[src/rtl/misr_param.sv]
// misr_param: parameterised multiple-input signature register with a
// run controller. A run is started with a length; each enabled COMPACT
// cycle folds one parallel response word into the signature. The final
// signature is compared with an expected value, and the result is kept
// until the next start or reset.
//
// Handshake: there is no valid/ready pair. start is a level sampled on a
// rising edge only while the block is idle or done, and it is ignored
// while busy. enable acts as a per-cycle "data valid" while busy. A low
// enable stalls the run with no timeout, so the producer can pace the
// words freely.
module misr_param #(
  parameter int                 WIDTH    = 8,
  parameter int                 IN_WIDTH = 4,
  parameter logic [WIDTH-1:0]   POLY     = 8'h1D,
  parameter logic [WIDTH-1:0]   SEED     = '0,
  parameter int                 CNT_W    = 8
) (
  input  logic                clock,
  input  logic                reset,
  input  logic                start,
  input  logic                enable,
  input  logic [IN_WIDTH-1:0] dataIn,
  input  logic [CNT_W-1:0]    length,
  input  logic [WIDTH-1:0]    golden,
  output logic [WIDTH-1:0]    dataOut,
  output logic                busy,
  output logic                done,
  output logic                pass,
  output logic [1:0]          dbg_state
);

  typedef enum logic [1:0] {
    ST_IDLE    = 2'd0,
    ST_COMPACT = 2'd1,
    ST_DONE    = 2'd2
  } state_t;

  state_t            state_q, state_d;
  logic [WIDTH-1:0]  sig_q,   sig_d;
  logic [CNT_W-1:0]  cnt_q,   cnt_d;
  logic              pass_q,  pass_d;

  // Signature value after folding in the current word. Only XOR and shift
  // are used: shift left, XOR the tap mask when the MSB falls out, then XOR
  // the zero-extended input word.
  logic [WIDTH-1:0]  sig_next;
  logic              last_word;
  logic              start_ok;

  // One compaction step of the signature register.
  always_comb begin
    sig_next = {sig_q[WIDTH-2:0], 1'b0}
             ^ (sig_q[WIDTH-1] ? POLY : {WIDTH{1'b0}})
             ^ WIDTH'(dataIn);
  end

  // Qualifiers shared by the next-state and datapath logic.
  always_comb begin
    // The counter is never zero in COMPACT. The <= 1 test still makes sure
    // a corrupted zero count leaves the state instead of wrapping.
    last_word = (cnt_q <= CNT_W'(1));
    start_ok  = start && ((state_q == ST_IDLE) || (state_q == ST_DONE));
  end

  // State register: asynchronous reset to IDLE.
  always_ff @(posedge clock or posedge reset) begin
    if (reset) begin
      state_q <= ST_IDLE;
    end else begin
      state_q <= state_d;
    end
  end

  // Next-state logic for the run controller.
  always_comb begin
    state_d = state_q;
    case (state_q)
      ST_IDLE, ST_DONE: begin
        if (start) begin
          state_d = (length == '0) ? ST_DONE : ST_COMPACT;
        end
      end
      ST_COMPACT: begin
        if (enable && last_word) begin
          state_d = ST_DONE;
        end
      end
      default: begin
        state_d = ST_IDLE;
      end
    endcase
  end

  // Output decode: busy and done come straight from the state register,
  // so they can never both be high.
  always_comb begin
    busy      = (state_q == ST_COMPACT);
    done      = (state_q == ST_DONE);
    dbg_state = state_q;
  end

  // Datapath next values: signature, remaining count and compare result.
  always_comb begin
    sig_d  = sig_q;
    cnt_d  = cnt_q;
    pass_d = pass_q;
    if (start_ok) begin
      sig_d  = SEED;
      cnt_d  = length;
      // A zero-length run finishes on this edge, so the seed is the final
      // signature. Otherwise the result is cleared until the run completes.
      pass_d = (length == '0) ? (SEED == golden) : 1'b0;
    end else if ((state_q == ST_COMPACT) && enable) begin
      sig_d = sig_next;
      if (cnt_q != '0) begin
        cnt_d = cnt_q - CNT_W'(1);
      end
      if (last_word) begin
        pass_d = (sig_next == golden);
      end
    end
  end

  // Datapath registers: asynchronous reset to the seed, a zero count and a
  // cleared result.
  always_ff @(posedge clock or posedge reset) begin
    if (reset) begin
      sig_q  <= SEED;
      cnt_q  <= '0;
      pass_q <= 1'b0;
    end else begin
      sig_q  <= sig_d;
      cnt_q  <= cnt_d;
      pass_q <= pass_d;
    end
  end

  // The signature register is visible directly, with no output pipeline.
  always_comb begin
    dataOut = sig_q;
    pass    = pass_q;
  end

endmodule

[config.mk]
export PLATFORM = sky130hd
export DESIGN_NAME = misr_param
export DESIGN_NICKNAME = d
export VERILOG_FILES = /design/src/rtl/misr_param.sv
export SDC_FILE = /design/constraint.sdc
export NUM_CORES = 1
export LEC_CHECK = 0
export ABC_AREA = 1
export BUFFER_PORTS_ARGS = -buffer_cell sky130_fd_sc_hd__buf_2
export CORE_MARGIN = 3
export CORE_UTILIZATION = 30
export CTS_BUF_LIST = sky130_fd_sc_hd__clkbuf_8
export DETAILED_ROUTE_END_ITERATION = 7
export PLACE_DENSITY_LB_ADDON = 0.25
export REMOVE_ABC_BUFFERS = 1
export SLEW_MARGIN = 20
export SYNTH_ARGS = -nofsm -noshare
export SYNTH_HDL_FRONTEND = slang
export SYNTH_SLANG_ARGS = --single-unit
[constraint.sdc]
create_clock -name clock -period 1.86 [get_ports clock]
set_clock_uncertainty 0.1 [all_clocks]
set_input_delay 0.186 -clock clock [delete_from_list [all_inputs] [get_ports clock]]
set_output_delay 0.186 -clock clock [all_outputs]
set_load 0.005 [all_outputs]
Yosys cells after proc, flatten, opt, wreduce, memory -nomap -nowiden
Index checks and enable logic that the tools add are counted.

storage, ports and cells
  output and inout port bits = 13
  memory bits (read-only) = 0
  logic and storage cells = 42
  bits in latches = 0
  memories kept = 0
  bits in writable memories = 0
  bits in registers = 19

cells by class
  magnitude comparators = 1
  div/mod/pow operators = 0
  equality and inequality tests = 5
  add/sub/neg operators = 1
  reductions and logical operators = 15
  bitwise operators = 2
  mux-type cells = 14
  shifts and indexed selects = 0
  multiply operators = 0

operators with widths
  kind                                                            number
  2-to-1 mux 8 bit                                                5
  logical NOT 8 bit                                               2
  equality test 8 bit                                             1
  less-or-equal comparator 8 x 1 -> 1 bit, second input constant  1
  nonzero test 8 bit                                              1
  subtractor 8 x 1 -> 8 bit, second input constant                1
  bitwise XOR 8 x 4 -> 8 bit                                      1
  bitwise XOR 8 x 5 -> 8 bit                                      1
  2-to-1 mux 2 bit                                                3
  AND reduction 2 bit                                             3
  nonzero test 2 bit                                              3
  2-to-1 mux 5 bit                                                1
  2-to-1 mux 1 bit                                                4
  case mux 2 bit (2 select lines)                                 1
  logical AND 1 bit                                               3
  equality test 2 x 1 -> 1 bit, second input constant             1
  equality test 2 bit, second input constant                      1
  logical NOT 2 bit                                               1
  != test 2 x 1 -> 1 bit, second input constant                   1
  != test 2 bit, second input constant                            1
  OR reduction 2 bit                                              1
  logical OR 1 bit                                                1

Depth between registers and ports, before layout
  word-level depth = 7
  gate-level depth with buffers = 10
  mapped depth without buffers = 10

Least setup slack after synthesis
No wires, ideal clock.

  kind = flip-flop to flip-flop
  from = register cnt_q[0]
  to = register cnt_q[1]
  cell stages (with the launch flop) = 9
  library setup time = 0.087 ns
  arrival = 1.355 ns
  setup slack = 0.318 ns
  path buffers = 0
  data required time = 1.673 ns
  path through = dfrtp_1 > inv_1 > ha_1 > nand2_2 > o21ai_4 > inv_4 > nor2_8 > nand2_1 > o211ai_1

on the way
  longest elaborated chain between the ends = 4

ends and longest elaborated chain
  item                       line  RTL
  from (decl)                41    logic [CNT_W-1:0] cnt_q, cnt_d;
  from (signal assigned)     134   cnt_q <= cnt_d;
  subtractor 8 x 1 -> 8 bit  117   cnt_d = cnt_q - CNT_W'(1);
  2-to-1 mux 8 bit           116   if (cnt_q != '0) begin
  2-to-1 mux 8 bit           114   end else if ((state_q == ST_COMPACT) && enable) begin
  2-to-1 mux 8 bit           108   if (start_ok) begin

Several ways; a longest one is shown, not always the timed one. The select of a mux whose other input is x is not followed.
A chain may end at the register's enable or synchronous reset.

Worst setup path in the final report
  from = register cnt_q[0]
  to = register pass_q, in the netlist pass

on the way
  longest elaborated chain between the ends = 3

ends and longest elaborated chain
  item                                     line  RTL
  less-or-equal comparator 8 x 1 -> 1 bit  62    last_word = (cnt_q <= CNT_W'(1));
  nonzero test 2 bit (no source line)      n/a
  AND reduction 2 bit (no source line)     n/a
  to (signal assigned)                     135   pass_q <= pass_d;
  to (decl)                                42    logic pass_q, pass_d;

No other way between the ends.

==> impl_results.md <==
* Status: finished clean
* Drt first-iter violations at 53
* Total power at 2.232 mW
* Combinational share of power at 51.0%
* DR WL/cell at 11.24 µm
* Peak VDD IR at 0.0006800 V
* Switching Share at 44.91%
* Achievable frequency at 610.8 MHz
* Final WS setup at 0.2228 ns
* Highest Signal Layer: met4
* Seq pwr share at 35.6%
* Grt total ovfl at 0
* Clock-pin slew on the worst setup and hold paths at 0.08 ns
* Synthesis-to-layout area growth at 24.66%
* Initial antenna violation count at 0
* Vias in the first global route at 1246
* # IOs at 37
* Final period util at 88.02%
* GPL Wtd Cong at 0.7679
* Nets at 260
* Worst Hold Class: input port to flip-flop
* GRT Total Usage at 13.43%
* Setup Viol. Count Final at 0
* Worst Tran Pin Value at 0.2850 ns
* Rows at 23
* Min-delay src: length[4]
* Reg2reg start: cnt_q[0]
* Syn avg cell area at 6.872 µm²
* Clk_lat worst skew at 0.26 ns
* DR vias at 1304
* Leakage power at 0.8883 nW
* Vias/cell at 4.608
* Post-synthesis sequential area ratio at 36.61%
* Largest net degree at the start of global routing at 20
* R2R Setup Slk at 0.22 ns
* Cells after DPL at 277
* Hold Path Sink: cnt_q[4]
* Pint at 1.230 mW
* CP Data Arrival Time at 1.73 ns
* TritonCTS clock tree: yes
* Pre-antenna DRT Iters at 4
* RSZ-0062 raised after global routing: false
* P per Cell Area at 1379 nW/µm²
* Worst Path Required at 1.95 ns
* Count of pins over their slew limit at 0
* Worst Setup Start Kind: flip-flop
* Root buf cell: clkbuf_8
* Yosys reg bits at 19
* Setup TNS at 0 ns
* Fraction of layout cells with a size suffix above 1 at 21.89%
* Fillers at 446
* Slew headroom at 80.76%
* Worst Hold Path Cells at 3
* H-Tree Depth at 1
* DR DRC count at 0
* WL met2 at 1.517 mm
* Total routed wirelength at 3.182 mm
* Ys Warns at 0
* Max-cap violations at 0
* Reg area at 475.5 µm²
* Mapped Area at 1299 µm²
* Area of the multi-input gates at 690.7 µm²
* Crit Path Category: flip-flop to flip-flop
* Post-DP HPWL at 2.468 mm
* Placeable core region at 4086 µm²
* Synth cell types at 24
* Die area at 5155 µm²
* Post-synthesis cell count at 189
* CP Capture Type: flip-flop
* Initial core utilization at 31.78%
* Antenna diodes at 0
* Die Y at 71.80 µm
* Worst reg2reg path endpoint: pass
* R2R cell count at 8
* Clock Path Buffers at 2
* Max FO, Critical Path at 4
* Sw Pwr at 1.003 mW
* Clock power share at 13.3%
* First-pass GRT wire length at 5.526 mm
* Die width at 71.80 µm
* Dpl ws at 0.1456 ns
* Hold Vio Cnt, Final at 0
* Non-Filler Instances at 283
* M1 wire length at 1.472 mm
* Total CTS buffers at 3
* Post-route ant nets at 0
* Tmin final at 1.637 ns
* Port buffer count at 36
* Met3 wire len at 171 µm
* CTS sink count at 19
[how the worst max path moves through the flow]
| stage | slack [ns] | from | depth (start not counted) | to |
|---|---|---|---|---|
| after floorplan | 0.32 | cnt_q[0] | 8 | cnt_q[1] |
| after global placement | 0.17 | cnt_q[0] | 8 | cnt_q[0] |
| after detailed placement | 0.15 | cnt_q[0] | 8 | cnt_q[0] |
| after CTS | 0.12 | cnt_q[0] | 8 | cnt_q[0] |
| after global routing | 0.0008 | cnt_q[0] | 8 | pass |
| final | 0.22 | cnt_q[0] | 8 | pass |
[timing repair]
action,CTS,global route
setup buffers,0,1
resized for setup,0,0
endpoints found under the hold margin,19,0
endpoints found under the setup margin,0,7
hold buffers,1,0
[power by group through the flow]
stage,Sequential [mW],Combinational (mW),Clock [mW]
final,0.796,1.14,0.298
after global routing,0.834,1.33,0.328
after CTS,0.798,1.14,0.312
after detailed placement,0.804,1.13,0
after global placement,0.804,1.14,0
after floorplan,0.778,0.819,0
[routing by layer]
layer / track usage (%) / up-vias
li1: - / 694
met2: 23.06 / 29
met3: 3.226 / 4
met4: 2.505 / 0
met5: 0 / -
met1: 17.23 / 577
[layout by cell type, fill, tap and decap left out, drive strengths merged]
master and count:
o21a 1, buf 39, clkbuf 3, nor3 3
o311ai 1, nand3 18, xnor2 3, o211ai 4
nand2 68, ha 2, xor2 3, dlygate4sd3 1
o21ai 6, a21oi 1, nand4 1, dfrtp 19
o22ai 5, a22oi 1, o221ai 2, nor2 17
inv 35
[critical path, stage by stage (launching register included)]
cell and delay [ns]:
dfrtp_1 0.39, inv_1 0.09, ha_1 0.26, o21ai_0 0.27, nor2_1 0.08, nand2_1 0.08
nand2_1 0.06, o21a_1 0.11, a21oi_1 0.13
[layout make-up]
cell class | instances | area share (%)
Clock buffer | 3 | 2.550
Timing Repair Buffer | 40 | 13.14
Clock inverter | 1 | 0.2318
Inverter | 34 | 8.192
Tap cell | 50 | 3.864
Multi-Input combinational cell | 136 | 42.66
Sequential cell | 19 | 29.37
[registers in the layout, indices dropped and copies added (netlist names)]
name / cells
cnt_q: 8
dbg_state: 2
pass: 1
dataOut: 8
[stage by stage]
stage          utilization, %  hold slack, ns  area (µm²)
2_1_floorplan               -         0.03713        1299
3_3_place_gp            38.09          0.1294        1556
3_5_place_dp            38.09          0.1356        1556
4_1_cts                 39.44         0.06137        1612
5_1_grt                 39.62         0.06748        1619
6_report                39.62         0.06480        1619
[synthesized netlist by cell type (all sizes together)]
cell | n | area share (%)
a21oi | 1 | 0.38
a22oi | 1 | 0.58
dfrtp | 19 | 37
ha | 2 | 1.9
inv | 34 | 10
nand2 | 68 | 20
nand3 | 18 | 6.9
nand4 | 1 | 0.48
nor2 | 17 | 6.9
nor3 | 3 | 1.2
o211ai | 4 | 2.3
o21a | 1 | 0.58
o21ai | 6 | 3.2
o221ai | 2 | 1.3
o22ai | 5 | 2.4
o311ai | 1 | 0.67
xnor2 | 3 | 2.0
xor2 | 3 | 2.0
[cells by family (layout without fill, tap and decap cells)]
logic type	Yosys count	after routing	share of synthesized area, %
flip-flops	19	19	36.61
adder cells (fa/ha/maj)	2	2	1.926
buffers and inverters	34	78	10.21
XOR/XNOR	6	6	4.047
AO/OA/AOI/OAI	21	21	11.46
AND/OR/NAND/NOR	107	107	35.74
No activity file was read; power rests on OpenSTA's default activity.
